<file path="src/rtl/mem_request_arbiter_pkg.sv">
// Shared types and constants for the LSB-side memory request arbiter.
package mem_arb_pkg;

  typedef enum logic [1:0] {
    ST_IDLE       = 2'd0,
    ST_LOAD_BUSY  = 2'd1,
    ST_STORE_BUSY = 2'd2
  } arb_state_t;

  localparam logic [1:0] SZ_BYTE = 2'b00;
  localparam logic [1:0] SZ_HALF = 2'b01;
  localparam logic [1:0] SZ_WORD = 2'b11;

  localparam int OP_STORE = 2;

  localparam logic [1:0] IO_REGION_DEFAULT = 2'b11;

endpackage

</file>
<file path="src/rtl/mem_request_arbiter_if.sv">
// Load/store requester and memory-controller signals seen by the arbiter.
interface mem_request_arbiter_if;

  logic        loadValid;
  logic [1:0]  loadSize;
  logic        loadUnsigned;
  logic [31:0] loadAddr;
  logic        loadReady;
  logic        loadDone;
  logic [31:0] loadData;

  logic        storeValid;
  logic [1:0]  storeSize;
  logic [31:0] storeAddr;
  logic [31:0] storeData;
  logic        storeUrgent;
  logic        storeBufEmpty;
  logic        storeReady;
  logic        storeDone;

  logic        memFlag;
  logic [2:0]  memOp;
  logic [31:0] memAddr;
  logic [31:0] memWData;
  logic        memOk;
  logic [31:0] memRData;

  // Arbiter side
  modport slave (
    input  loadValid, loadSize, loadUnsigned, loadAddr,
    output loadReady, loadDone, loadData,
    input  storeValid, storeSize, storeAddr, storeData, storeUrgent, storeBufEmpty,
    output storeReady, storeDone,
    output memFlag, memOp, memAddr, memWData,
    input  memOk, memRData
  );

  // Requesters and controller side
  modport master (
    output loadValid, loadSize, loadUnsigned, loadAddr,
    input  loadReady, loadDone, loadData,
    output storeValid, storeSize, storeAddr, storeData, storeUrgent, storeBufEmpty,
    input  storeReady, storeDone,
    input  memFlag, memOp, memAddr, memWData,
    output memOk, memRData
  );

endinterface

</file>
<file path="src/rtl/mem_request_arbiter_extender.sv">
// Size-dependent sign/zero extension of the controller read buffer.
module load_data_extender
  import mem_arb_pkg::*;
(
  input  logic [1:0]  size,
  input  logic        is_unsigned,
  input  logic [31:0] raw,
  output logic [31:0] ext
);

  always_comb begin
    ext = raw;
    case (size)
      SZ_BYTE: ext = {{24{raw[7]  & ~is_unsigned}}, raw[7:0]};
      SZ_HALF: ext = {{16{raw[15] & ~is_unsigned}}, raw[15:0]};
      default: ext = raw;
    endcase
  end

endmodule

</file>
<file path="src/rtl/mem_request_arbiter.sv">
// Arbitrates the LSB-side memory controller port between loads and committed
// stores, holding the granted request stable until the controller's ok.
module mem_request_arbiter
  import mem_arb_pkg::*;
#(
  parameter int         STARVE_LIMIT = 4,
  parameter logic [1:0] IO_REGION    = IO_REGION_DEFAULT
) (
  input  logic                   clockIn,
  input  logic                   resetNIn,
  input  logic                   readyIn,
  input  logic                   clearIn,
  mem_request_arbiter_if.slave   bus
);

  // The streak counter saturates at 7, so larger limits behave as 7.
  localparam int         LIMIT_SAT = (STARVE_LIMIT > 7) ? 7 : STARVE_LIMIT;
  localparam logic [2:0] LIMIT     = 3'(LIMIT_SAT);

  arb_state_t  state_q, state_d;
  logic [2:0]  streak_q, streak_d;
  logic [2:0]  op_q, op_d;
  logic [31:0] addr_q, addr_d;
  logic [31:0] wdata_q, wdata_d;
  logic        unsigned_q, unsigned_d;
  logic        load_done_q, load_done_d;
  logic        store_done_q, store_done_d;
  logic [31:0] load_data_q, load_data_d;

  logic        io_load, load_elig, store_elig, store_win, load_win;
  logic        idle_go, load_ready, store_ready;
  logic [31:0] ext_data;

  assign io_load    = (bus.loadAddr[17:16] == IO_REGION);
  assign load_elig  = bus.loadValid & ~clearIn &
                      (~io_load | (bus.storeBufEmpty & ~bus.storeValid));
  assign store_elig = bus.storeValid;
  assign store_win  = store_elig &
                      (~load_elig | bus.storeUrgent | (streak_q >= LIMIT));
  assign load_win   = load_elig & ~store_win;

  // Readies are combinational; masking with reset keeps every output low while reset is held.
  assign idle_go     = (state_q == ST_IDLE) & readyIn & resetNIn;
  assign load_ready  = idle_go & load_win;
  assign store_ready = idle_go & store_win;

  load_data_extender u_ext (
    .size        (op_q[1:0]),
    .is_unsigned (unsigned_q),
    .raw         (bus.memRData),
    .ext         (ext_data)
  );

  always_comb begin
    state_d      = state_q;
    streak_d     = streak_q;
    op_d         = op_q;
    addr_d       = addr_q;
    wdata_d      = wdata_q;
    unsigned_d   = unsigned_q;
    load_done_d  = load_done_q;
    store_done_d = store_done_q;
    load_data_d  = load_data_q;

    if (readyIn) begin
      load_done_d  = 1'b0;
      store_done_d = 1'b0;
      case (state_q)
        ST_IDLE: begin
          if (store_ready) begin
            state_d    = ST_STORE_BUSY;
            op_d       = {1'b1, bus.storeSize};
            addr_d     = bus.storeAddr;
            wdata_d    = bus.storeData;
            unsigned_d = 1'b0;
            streak_d   = 3'd0;
          end else if (load_ready) begin
            state_d    = ST_LOAD_BUSY;
            op_d       = {1'b0, bus.loadSize};
            addr_d     = bus.loadAddr;
            wdata_d    = 32'd0;
            unsigned_d = bus.loadUnsigned;
            streak_d   = (streak_q == 3'd7) ? 3'd7 : streak_q + 3'd1;
          end
        end
        // A flush kills the load outright; the controller drops it on the same edge.
        ST_LOAD_BUSY: begin
          if (clearIn) begin
            state_d = ST_IDLE;
          end else if (bus.memOk) begin
            state_d     = ST_IDLE;
            load_done_d = 1'b1;
            load_data_d = ext_data;
          end
        end
        ST_STORE_BUSY: begin
          if (bus.memOk) begin
            state_d      = ST_IDLE;
            store_done_d = 1'b1;
          end
        end
        default: state_d = ST_IDLE;
      endcase
    end
  end

  always_ff @(posedge clockIn or negedge resetNIn) begin
    if (!resetNIn) begin
      state_q      <= ST_IDLE;
      streak_q     <= 3'd0;
      op_q         <= 3'd0;
      addr_q       <= 32'd0;
      wdata_q      <= 32'd0;
      unsigned_q   <= 1'b0;
      load_done_q  <= 1'b0;
      store_done_q <= 1'b0;
      load_data_q  <= 32'd0;
    end else begin
      state_q      <= state_d;
      streak_q     <= streak_d;
      op_q         <= op_d;
      addr_q       <= addr_d;
      wdata_q      <= wdata_d;
      unsigned_q   <= unsigned_d;
      load_done_q  <= load_done_d;
      store_done_q <= store_done_d;
      load_data_q  <= load_data_d;
    end
  end

  // Dropping the flag on the ok cycle stops the controller re-sampling a finished request.
  assign bus.memFlag    = (state_q != ST_IDLE) & ~bus.memOk;
  assign bus.memOp      = op_q;
  assign bus.memAddr    = addr_q;
  assign bus.memWData   = wdata_q;
  assign bus.loadReady  = load_ready;
  assign bus.storeReady = store_ready;
  assign bus.loadDone   = load_done_q;
  assign bus.storeDone  = store_done_q;
  assign bus.loadData   = load_data_q;

endmodule

</file>
<file path="src/flat_wrapper.sv">
// flat-port wrapper written by rule: the top's interface ports become plain ports
module mem_request_arbiter_flat import mem_arb_pkg::*;
#(
  parameter int         STARVE_LIMIT = 4,
  parameter logic [1:0] IO_REGION    = IO_REGION_DEFAULT
)
  (clockIn, resetNIn, readyIn, clearIn, bus_loadValid, bus_loadSize, bus_loadUnsigned, bus_loadAddr, bus_loadReady, bus_loadDone, bus_loadData, bus_storeValid, bus_storeSize, bus_storeAddr, bus_storeData, bus_storeUrgent, bus_storeBufEmpty, bus_storeReady, bus_storeDone, bus_memFlag, bus_memOp, bus_memAddr, bus_memWData, bus_memOk, bus_memRData);
  mem_request_arbiter_if bus_i ();
  input  logic clockIn;
  input  logic resetNIn;
  input  logic readyIn;
  input  logic clearIn;
  input wire logic [$bits(bus_i.loadValid)-1:0] bus_loadValid;
  input wire logic [$bits(bus_i.loadSize)-1:0] bus_loadSize;
  input wire logic [$bits(bus_i.loadUnsigned)-1:0] bus_loadUnsigned;
  input wire logic [$bits(bus_i.loadAddr)-1:0] bus_loadAddr;
  output wire logic [$bits(bus_i.loadReady)-1:0] bus_loadReady;
  output wire logic [$bits(bus_i.loadDone)-1:0] bus_loadDone;
  output wire logic [$bits(bus_i.loadData)-1:0] bus_loadData;
  input wire logic [$bits(bus_i.storeValid)-1:0] bus_storeValid;
  input wire logic [$bits(bus_i.storeSize)-1:0] bus_storeSize;
  input wire logic [$bits(bus_i.storeAddr)-1:0] bus_storeAddr;
  input wire logic [$bits(bus_i.storeData)-1:0] bus_storeData;
  input wire logic [$bits(bus_i.storeUrgent)-1:0] bus_storeUrgent;
  input wire logic [$bits(bus_i.storeBufEmpty)-1:0] bus_storeBufEmpty;
  output wire logic [$bits(bus_i.storeReady)-1:0] bus_storeReady;
  output wire logic [$bits(bus_i.storeDone)-1:0] bus_storeDone;
  output wire logic [$bits(bus_i.memFlag)-1:0] bus_memFlag;
  output wire logic [$bits(bus_i.memOp)-1:0] bus_memOp;
  output wire logic [$bits(bus_i.memAddr)-1:0] bus_memAddr;
  output wire logic [$bits(bus_i.memWData)-1:0] bus_memWData;
  input wire logic [$bits(bus_i.memOk)-1:0] bus_memOk;
  input wire logic [$bits(bus_i.memRData)-1:0] bus_memRData;
  assign bus_i.loadValid = bus_loadValid;
  assign bus_i.loadSize = bus_loadSize;
  assign bus_i.loadUnsigned = bus_loadUnsigned;
  assign bus_i.loadAddr = bus_loadAddr;
  assign bus_loadReady = bus_i.loadReady;
  assign bus_loadDone = bus_i.loadDone;
  assign bus_loadData = bus_i.loadData;
  assign bus_i.storeValid = bus_storeValid;
  assign bus_i.storeSize = bus_storeSize;
  assign bus_i.storeAddr = bus_storeAddr;
  assign bus_i.storeData = bus_storeData;
  assign bus_i.storeUrgent = bus_storeUrgent;
  assign bus_i.storeBufEmpty = bus_storeBufEmpty;
  assign bus_storeReady = bus_i.storeReady;
  assign bus_storeDone = bus_i.storeDone;
  assign bus_memFlag = bus_i.memFlag;
  assign bus_memOp = bus_i.memOp;
  assign bus_memAddr = bus_i.memAddr;
  assign bus_memWData = bus_i.memWData;
  assign bus_i.memOk = bus_memOk;
  assign bus_i.memRData = bus_memRData;
  mem_request_arbiter #(.STARVE_LIMIT(STARVE_LIMIT), .IO_REGION(IO_REGION)) u_core (.clockIn(clockIn), .resetNIn(resetNIn), .readyIn(readyIn), .clearIn(clearIn), .bus(bus_i));
endmodule
</file>
<file path="config.mk">
export PLATFORM = sky130hd
export DESIGN_NAME = mem_request_arbiter_flat
export DESIGN_NICKNAME = d
export VERILOG_FILES = /design/src/rtl/mem_request_arbiter_pkg.sv /design/src/rtl/mem_request_arbiter_if.sv /design/src/rtl/mem_request_arbiter_extender.sv /design/src/rtl/mem_request_arbiter.sv /design/src/flat_wrapper.sv
export SDC_FILE = /design/constraint.sdc
export NUM_CORES = 1
export LEC_CHECK = 0
export BUFFER_PORTS_ARGS = -buffer_cell sky130_fd_sc_hd__buf_2
export CAP_MARGIN = 10
export CORE_MARGIN = 3
export CORE_UTILIZATION = 40
export CTS_BUF_LIST = sky130_fd_sc_hd__clkbuf_8 sky130_fd_sc_hd__clkbuf_16
export CTS_CLUSTER_DIAMETER = 30
export DETAILED_ROUTE_END_ITERATION = 7
export GPL_ROUTABILITY_DRIVEN = 1
export PLACE_DENSITY = 0.8
export SKIP_CTS_REPAIR_TIMING = 1
export SYNTH_ARGS = -nofsm -noshare
export SYNTH_HDL_FRONTEND = slang
export SYNTH_SLANG_ARGS = --single-unit
</file>
<file path="constraint.sdc">
create_clock -name clockIn -period 1.62 [get_ports clockIn]
set_input_delay 0 -clock clockIn [delete_from_list [all_inputs] [get_ports clockIn]]
set_output_delay 0 -clock clockIn [all_outputs]
set_load 0.01 [all_outputs]
</file>
==> results of run 1 <==
cell families (layout without fill, tap and decap cells):
kind of cell             count (synthesis)  count (layout)  synth area share
flip-flops                             107             107             0.601
buffers and inverters                   41             437            0.0438
multiplexers                             1               1           0.00225
AND/OR/NAND/NOR                        134             134             0.125
AO/OA/AOI/OAI                          164             164             0.225
adder cells (fa/ha/maj)                  1               1           0.00281
final timing paths:
kind	from	to	slack [ns]	depth (start not counted)
max	u_core.state_q[0]$_DFFE_PN0P_	u_core.bus.memAddr[22]$_DFFE_PN0P_	-0.07	7
min	resetNIn	u_core.bus.memWData[25]$_DFFE_PN0P_	-0.18	2
max reg2reg	u_core.state_q[0]$_DFFE_PN0P_	u_core.bus.memAddr[22]$_DFFE_PN0P_	-0.07	7
min reg2reg	u_core.bus.loadData[0]$_DFFE_PN0P_	u_core.bus.loadData[0]$_DFFE_PN0P_	0.48	2
max in group asynchronous	resetNIn	u_core.bus.memAddr[1]$_DFFE_PN0P_	0.71	3
min in group clockIn	bus_memOk	u_core.state_q[0]$_DFFE_PN0P_	-0.02	4
layout make-up:
type	instances	area [um^2]
clock buffer	9	124
clock inverter	7	45.0
fill	707	2790
inverter	7	26.3
multi-input combinational	300	1720
sequential	107	2680
tap	136	170
timing repair buffer	414	3010
layout by cell type, fill, tap and decap left out, drive strengths merged:
cell,n
o21a,1
a31oi,11
a21oi,82
buf,276
o2111ai,1
o211ai,1
nor2b,2
nand2,81
nor2,43
and2,1
clkinvlp,4
nor3,1
inv,7
and4bb,1
clkinv,3
or2,1
o21ai,27
dfrtp,107
clkbuf,13
or4b,2
ha,1
o22ai,2
o2bb2ai,1
o32ai,1
o211a,1
a22o,33
nor4b,1
dlygate4sd3,134
a21o,1
nand2b,1
o311ai,1
mux2i,1
o31ai,1
worst max-delay path, stage by stage (launching register included):
cell and delay, ns:
dfrtp_1 0.39, and4bb_4 0.39, buf_4 0.14, o211ai_1 0.09, buf_4 0.20, clkbuf_16 0.17
nand2_1 0.09, a31oi_1 0.09
layer usage:
| metal | vias up | part of all wire | global-route usage |
|---|---|---|---|
| met2 | 311 | 0.51 | 0.377 |
| met5 | - | 0 | 0 |
| met1 | 2452 | 0.38 | 0.250 |
| li1 | 2336 | - | - |
| met4 | 0 | 0.036 | 0.0762 |
| met3 | 58 | 0.075 | 0.0451 |
power by group through the flow:
stage | Clock (W) | Sequential [W] | Combinational (W)
2_1_floorplan | 0 | 0.00413 | 0.000920
3_3_place_gp | 0 | 0.00380 | 0.00241
3_5_place_dp | 0 | 0.00382 | 0.00252
4_1_cts | 0.00151 | 0.00379 | 0.00251
5_1_grt | 0.00160 | 0.00391 | 0.00318
6_report | 0.00147 | 0.00383 | 0.00293
flip-flops by register name, summed over array words and instances, names as in the netlist:
signal,flops
u_core.bus.loadDone,1
u_core.streak_q,3
u_core.bus.memOp,3
u_core.bus.memAddr,32
u_core.unsigned_q,1
u_core.bus.memWData,32
u_core.state_q,2
u_core.bus.storeDone,1
u_core.bus.loadData,32
per-stage QoR:
stage               setup TNS [ns]  hold WS, ns   util
finish                      -0.544       -0.181  0.736
detailed placement           -1.04        0.197  0.562
CTS                          -2.67       -0.197  0.578
global placement           -0.0617        0.192  0.562
floorplan                        0       -0.296      -
global route                 -2.95       -0.139  0.736
==> qor.txt, run 1 <==
Final Hold Viols: 63
top-count cell post-synth: dfrtp_1
share of cells above drive strength 1: 0.386
drt wl/cell: 18.0 um
dominant cell type by area after synthesis: dfrtp_1
dpl cells: 816
die extent in x: 111 um
RSZ-0062 raised after global routing: yes
vias in the first global route: 4,372
Tightest Hold Check Type: in -> async
Mapped Nets: 591
Starting DRT DRC Count: 513
CP Data Required Time: 1.84 ns
Num CTS Buffers: 9
GP Congestion: 0.817
Int Pwr: 0.00534 W
Most used DFF post-synth: dfrtp_1
Tcrit/Tclk final: 1.05
Area Overhead vs Synth: 74.5%
pin count of the biggest net entering global routing: 64
Die Y: 111 um
Die Footprint: 12,400 um^2
Critical Path Start Type: flip-flop
Total Power: 0.00823 W
Post-synth EDFFs: 0
initial antenna violation count: 0
Net Sw Power: 0.00290 W
Synth Register Bits: 107
ys async rst share: 1.00
status: finished with violations
Worst Max-Slew Pin Slew: 0.767 ns
critical-path maximum fanout: 8
Critical Path AT: 1.92 ns
placed inst area: 5930 um^2
pre-CTS WS: -0.102 ns
CTS Buffer Depth: 2
Via-to-Cell Ratio: 5.26
failing checks: negative hold slack, negative setup slack
Sink Count: 107
Clock Pin Slew Worst Setup and Hold Paths: 0.11 ns
total gr overflow: 0
Top Ports: 246
Comb pwr share: 0.356
synth cell count leaders: dfrtp_1 (107), a21oi_1 (82), nand2_1 (81)
top post-synthesis cells by area: dfrtp_1 (60%), a21oi_1 (9.2%), nand2_1 (6.8%)
synthesized area: 4450 um^2
setup ws final: -0.0730 ns
Sw Ratio: 0.352
LEAKAGE: 3.99 nW
Tmin final: 1.69 ns
syn avg cell area: 9.94 um^2
Mapped Cells: 448
Setup CP Type: reg -> reg
Critical Path End Type: flip-flop
Max transition margin: 0.489
pwr dens: 1060 nW/um^2
Hold WS: -0.181 ns
DP HPWL: 10,200 um
residual DRC count: 0
Core ar.: 10,600 um^2
Slew Limit Fails: 0
Antenna diodes: 0
cell row count: 37
post-synth cell types: 34
root buf cell: clkbuf_8
clock share of power: 0.179
Max-Cap Viols: 0
CTS HTree Levels: 3
Nets: 982
Cell Count, Final, Fillers Out: 980
gr usage total: 0.211
Routed WL: 17,700 um
clk_lat worst skew: 0.36 ns
sequential area share after synthesis: 0.601
Yosys top cell area share: 0.601
peak supply drop: 0.598 mV
port bufs: 245
DR vias: 5,157
# setup viols final: 32
first-pass GRT wire length: 21,500 um
Pre-antenna DRT Iters: 7
Flop pwr share: 0.465
Routed Antenna Nets: 0
clk_skew: 0.0106 ns
Initial Util: 0.422
Synthesis Warnings: 0
CTS tree: built
fmax: 591 MHz
Finished Cell Area: 7770 um^2
Power figures use the tool's default switching activity.
==> run 2, diff against run 1 <==
--- a/config.mk
+++ b/config.mk
@@ -8,12 +8,12 @@
 export BUFFER_PORTS_ARGS = -buffer_cell sky130_fd_sc_hd__buf_2
 export CAP_MARGIN = 10
 export CORE_MARGIN = 3
-export CORE_UTILIZATION = 40
+export CORE_UTILIZATION = 43
 export CTS_BUF_LIST = sky130_fd_sc_hd__clkbuf_8 sky130_fd_sc_hd__clkbuf_16
 export CTS_CLUSTER_DIAMETER = 30
 export DETAILED_ROUTE_END_ITERATION = 7
 export GPL_ROUTABILITY_DRIVEN = 1
-export PLACE_DENSITY = 0.8
+export PLACE_DENSITY = 0.82
 export SKIP_CTS_REPAIR_TIMING = 1
 export SYNTH_ARGS = -nofsm -noshare
 export SYNTH_HDL_FRONTEND = slang
==> constraint.sdc (replaced) <==
create_clock -name clockIn -period 2.1 [get_ports clockIn]
set_input_delay 0 -clock clockIn [delete_from_list [all_inputs] [get_ports clockIn]]
set_output_delay 0 -clock clockIn [all_outputs]
set_load 0.01 [all_outputs]
==> run 2 against run 1 <==
Net effect: global-route usage rose by 0.61 points; non-clock buffer count is 23 lower; total power is 21% lower; combinational power shrank 29%; the flow finishes with violations (negative hold slack); via count shrank 3.0%; critical path depth fell by 2; sequential share of layout area up 1.8 points; count of clock-buffer cells in the layout is 1 higher; largest cell class unchanged; die area decreased by 6.6%; clock skew is 0.0031 ns higher; clock power shrank 5%; setup slack improved by 0.26 ns.
==> qor.txt, run 2 (synthesis results as in run 1) <==
DP HPWL: 9390 um
placed inst area: 5810 um^2
# setup viols final: 0
Routed Antenna Nets: 0
Final Hold Viols: 1
Critical Path Start Type: flip-flop
CTS tree: built
Total Power: 0.00647 W
clk_lat worst skew: 0.36 ns
Via-to-Cell Ratio: 5.24
Slew Limit Fails: 0
gr usage total: 0.217
Tightest Hold Check Type: in -> reg
CTS Buffer Depth: 2
Critical Path AT: 1.91 ns
pwr dens: 877 nW/um^2
Finished Cell Area: 7380 um^2
peak supply drop: 0.495 mV
port bufs: 245
Clock Pin Slew Worst Setup and Hold Paths: 0.10 ns
share of cells above drive strength 1: 0.340
Num CTS Buffers: 9
residual DRC count: 0
root buf cell: clkbuf_8
fmax: 524 MHz
Tcrit/Tclk final: 0.910
DR vias: 5,001
first-pass GRT wire length: 20,000 um
Initial Util: 0.449
RSZ-0062 raised after global routing: no
Nets: 959
highest-count cells in the layout ignoring fill and taps: buf_2 (244), dlygate4sd3_1 (134), dfrtp_1 (107), a21oi_1 (82), nand2_1 (81)
clk_skew: 0.0137 ns
Hold WS: -0.0207 ns
initial antenna violation count: 0
pin count of the biggest net entering global routing: 68
GP Congestion: 0.773
Core ar.: 9910 um^2
die extent in x: 108 um
Routed WL: 16,300 um
CP Data Required Time: 2.10 ns
Max-Cap Viols: 0
Worst Max-Slew Pin Slew: 0.910 ns
Die Y: 108 um
Tmin final: 1.91 ns
LEAKAGE: 3.85 nW
commonest non-fill, non-tap cell in the layout: buf_2
Critical Path End Type: output port
critical-path maximum fanout: 37
CTS HTree Levels: 3
Die Footprint: 11,600 um^2
Max transition margin: 0.390
Top Ports: 246
vias in the first global route: 4,198
Sink Count: 107
Setup CP Type: reg -> out
failing checks: negative hold slack
final core occ: 0.745
total gr overflow: 0
Pre-antenna DRT Iters: 5
drt wl/cell: 17.1 um
sum of negative setup slack: 0 ns
status: finished with violations
Area Overhead vs Synth: 65.8%
cell row count: 36
Starting DRT DRC Count: 431
==> run 2: changes by cell type in the layout (fill, tap and decap cells not counted), moves of 3 or more <==
| cell | before | now |
|---|---|---|
| a21oi_1 | 63 | 82 |
| a21oi_2 | 18 | 0 |
| buf_12 | 5 | 2 |
| buf_4 | 21 | 11 |
| buf_6 | 6 | 0 |
| clkbuf_16 | 4 | 0 |
| clkinvlp_4 | 4 | 0 |
| o21ai_0 | 18 | 21 |
==> run 2: metrics by stage <==
step	setup WS, ns	std cells
finish	0.190	955
global route	0.0728	954
CTS	0.185	820
detailed placement	0.306	804
global placement	0.434	804
floorplan	0.508	448
==> run 2: worst paths after layout <==
check	start	end	slack (ns)	cells past startpoint
max	u_core.state_q[1]$_DFFE_PN0P_	bus_storeReady	0.19	5
min in group asynchronous	resetNIn	u_core.bus.memWData[5]$_DFFE_PN0P_	0.28	3
min	bus_memRData[23]	u_core.bus.loadData[23]$_DFFE_PN0P_	-0.02	3
max reg2reg	u_core.bus.memOp[0]$_DFFE_PN0P_	u_core.bus.loadData[22]$_DFFE_PN0P_	0.28	4
max in group asynchronous	resetNIn	u_core.bus.memAddr[12]$_DFFE_PN0P_	0.59	4
min reg2reg	u_core.bus.loadData[5]$_DFFE_PN0P_	u_core.bus.loadData[5]$_DFFE_PN0P_	0.48	2
==> run 2: layout make-up <==
class,count,area [um^2]
timing repair buffer,391,2690
sequential,107,2680
fill,639,2530
multi-input combinational,300,1600
tap,133,166
clock buffer,10,138
clock inverter,6,87.6
inverter,7,26.3
antenna,1,2.50
==> run 2: worst max-delay path, cell delays in order (launching register included) <==
cell and delay (ns):
dfrtp_1 0.48, and4bb_2 0.44, o311ai_4 0.14, inv_2 0.10, buf_12 0.20, buf_2 0.17
==> run 2: routing by layer <==
layer | track usage | routed length, um | vias up | part of all wire
li1 | - | - | 2286 | -
met1 | 0.263 | 5930 | 2356 | 0.36
met2 | 0.381 | 8670 | 298 | 0.53
met3 | 0.0378 | 1160 | 61 | 0.071
met4 | 0.0893 | 589 | 0 | 0.036
met5 | 0 | 0 | - | 0
==> run 2: where the power goes <==
group / internal [W] / total [W] / switching [W] / leakage (nW)
Clock: 0.000708 / 0.00140 / 0.000696 / 0.117
Sequential: 0.00260 / 0.00298 / 0.000374 / 1.34
Combinational: 0.000999 / 0.00209 / 0.00109 / 2.39
==> run 3, diff against run 2 <==
--- a/config.mk
+++ b/config.mk
@@ -13,8 +13,9 @@
 export CTS_CLUSTER_DIAMETER = 30
 export DETAILED_ROUTE_END_ITERATION = 7
 export GPL_ROUTABILITY_DRIVEN = 1
-export PLACE_DENSITY = 0.82
+export PLACE_DENSITY = 0.81
 export SKIP_CTS_REPAIR_TIMING = 1
 export SYNTH_ARGS = -nofsm -noshare
 export SYNTH_HDL_FRONTEND = slang
+export SYNTH_HIERARCHICAL = 1
 export SYNTH_SLANG_ARGS = --single-unit
==> run 3 against run 2 <==
Net effect: the flow still finishes with violations (negative hold slack); non-clock buffer count is 28 lower; hold slack got worse by 0.025 ns; count of clock-buffer cells in the layout unchanged; first-iteration DRC count down 36%.
==> qor.txt, run 3 <==
status: finished with violations
failing checks: negative hold slack
drt wl/cell: 17.9 um
Area Overhead vs Synth: 54.9%
Critical Path Start Type: flip-flop
Routed Antenna Nets: 0
Most used DFF post-synth: dfrtp_1
vias in the first global route: 3,949
Total Power: 0.00742 W
Pre-antenna DRT Iters: 7
worst r2r src: u_core/state_q[1]$_DFFE_PN0P_
WHS Endpoint: u_core/bus.memAddr[18]$_DFFE_PN0P_
xor-xnor portion of the synthesized cell area: 0
peak supply drop: 0.581 mV
Synth Area in Simple Gates: 0.0701
crit path from: u_core/state_q[1]$_DFFE_PN0P_
Critical Path AT: 1.97 ns
cell row count: 37
grt peak-use layer: met2
Routed WL: 15,700 um
critical-path maximum fanout: 19
CTS tree: built
Final Hold Viols: 9
Clock Pin Slew Worst Setup and Hold Paths: 0.11 ns
Tcrit/Tclk final: 0.940
M2 GR Usage: 0.355
Die Footprint: 12,200 um^2
top-count cell post-synth: dfrtp_1
share of cells above drive strength 1: 0.415
Post-synth EDFFs: 0
clk_lat worst skew: 0.37 ns
Net Sw Power: 0.00264 W
Tmin final: 1.97 ns
clk_skew: 0.0162 ns
Num CTS Buffers: 9
pin count of the biggest net entering global routing: 58
clock share of power: 0.175
Flop pwr share: 0.446
Synth Register Bits: 107
CTS Buffer Depth: 2
Slew Limit Fails: 0
commonest non-fill, non-tap cell in the layout: buf_2
pre-CTS WS: 0.231 ns
Sink Count: 107
dominant cell type by area after synthesis: dfrtp_1
Sw Ratio: 0.355
Antenna diodes: 0
M1 GR Usage: 0.235
setup slack, reg-to-reg: 0.19 ns
largest family of logic cells by synthesized area: multiplexers
Max transition margin: 0.492
fmax: 507 MHz
root buf cell: clkbuf_8
Starting DRT DRC Count: 277
met3 Usage GRT: 0.0501
port bufs: 245
synth cell count leaders: dfrtp_1 (107), nand2_1 (64), o21ai_0 (58)
Die Y: 110 um
post-synth cell types: 34
die extent in x: 110 um
Via-to-Cell Ratio: 5.21
Hold WS: -0.0458 ns
RSZ-0062 raised after global routing: no
Yosys top cell area share: 0.572
R2R Path End: u_core/bus.memWData[4]$_DFFE_PN0P_
Comb pwr share: 0.379
setup ws final: 0.126 ns
syn avg cell area: 11.8 um^2
Initial Util: 0.447
Max-Cap Viols: 0
total gr overflow: 0
Reg2Reg Depth: 5
Mapped Nets: 541
DP HPWL: 9570 um
CTS HTree Levels: 3
synthesized area: 4680 um^2
pwr dens: 1020 nW/um^2
Synth Area in Compound Gates: 0.146
Mapped Cells: 398
top post-synthesis cells by area: dfrtp_1 (57%), mux2_2 (7.7%), mux2i_1 (7.3%)
ys async rst share: 1.00
Setup CP Type: reg -> out
GP Congestion: 0.726
adder-cell area share of the yosys netlist: 0.00268
mux cell area share after synthesis: 0.153
min-delay src: bus_loadAddr[18]
# setup viols final: 0
CP Data Required Time: 2.10 ns
LEAKAGE: 4.00 nW
residual DRC count: 0
Worst Max-Slew Pin Slew: 0.759 ns
Core ar.: 10,500 um^2
gr usage total: 0.200
initial antenna violation count: 1
Critical Path End Type: output port
Nets: 877
Tightest Hold Check Type: in -> reg
Synthesis Warnings: 6
first-pass GRT wire length: 18,800 um
DR vias: 4,561
sum of negative setup slack: 0 ns
Int Pwr: 0.00478 W
Top Ports: 246
Hold Path Depth: 3
highest-count cells in the layout ignoring fill and taps: buf_2 (244), dlygate4sd3_1 (109), dfrtp_1 (107), nand2_1 (64), o21ai_0 (58)
sequential area share after synthesis: 0.572
==> run 3: cell types whose count changed in the layout (fill, tap and decap cells not counted), moves of 10 or more <==
cell / previous run / this run
a21oi_1: 82 / 2
a31oi_1: 11 / 1
dlygate4sd3_1: 134 / 109
mux2_2: 0 / 32
mux2i_1: 1 / 34
nand2_1: 81 / 64
nor2_1: 43 / 3
o21ai_0: 21 / 58
==> run 3: cell type report <==
cell class	count	area, um^2
fillers	748	3220
flip-flops and latches	107	2680
repair buffers	363	2420
multi-input cells	249	1760
well taps	136	170
clock buffers	10	138
clock inverters	6	63.8
inverters	4	15.0
==> run 3: per-stage QoR <==
step                      cells  hold slack, ns   util  area [um^2]
final                       875         -0.0458  0.693         7250
after global routing        875      -0.0000774  0.693         7250
after CTS                   766          -0.194  0.588         6150
after detailed placement    750           0.210  0.569         5950
after global placement      750           0.210  0.569         5950
after floorplan             398          -0.296      -         4680
==> run 3: cell families (layout without fill, tap and decap cells) <==
kind of cell,Yosys count,after routing
adders and majority gates,1,1
muxes,67,67
buffers and inverters,42,383
and+or+nand+nor,76,76
DFF,107,107
AOI/OAI and AO/OA,105,105
==> run 3: worst max-delay path, cell delays in order (launching register included) <==
cell and delay [ns]:
dfrtp_1 0.48, and4bb_1 0.42, o211ai_4 0.13, inv_2 0.30, nor2_2 0.10, buf_2 0.18
==> run 3: power by group through the flow <==
| stage | Clock [W] | Combinational (W) | Sequential (W) |
|---|---|---|---|
| after global placement | 0 | 0.00252 | 0.00328 |
| final | 0.00130 | 0.00281 | 0.00331 |
| after global routing | 0.00140 | 0.00307 | 0.00339 |
| after CTS | 0.00133 | 0.00263 | 0.00328 |
| after detailed placement | 0 | 0.00263 | 0.00331 |
| after floorplan | 0 | 0.00108 | 0.00363 |
==> run 3: how the worst max path moves through the flow <==
stage                                                      to  slack, ns  cells after the start
after floorplan           u_core/bus.loadData[20]$_DFFE_PN0P_       0.55                      5
after global routing                            bus_loadReady       0.04                      4
after detailed placement   u_core/bus.memWData[4]$_DFFE_PN0P_       0.23                      5
after CTS                                       bus_loadReady       0.14                      4
after global placement    u_core/bus.memWData[19]$_DFFE_PN0P_       0.36                      5
final                                           bus_loadReady       0.13                      5
==> run 3: layer usage <==
metal  share of wire  up-vias
met3           0.087       46
li1                -     2070
met5         0.00083        -
met2            0.52      257
met4           0.030        2
met1            0.36     2186
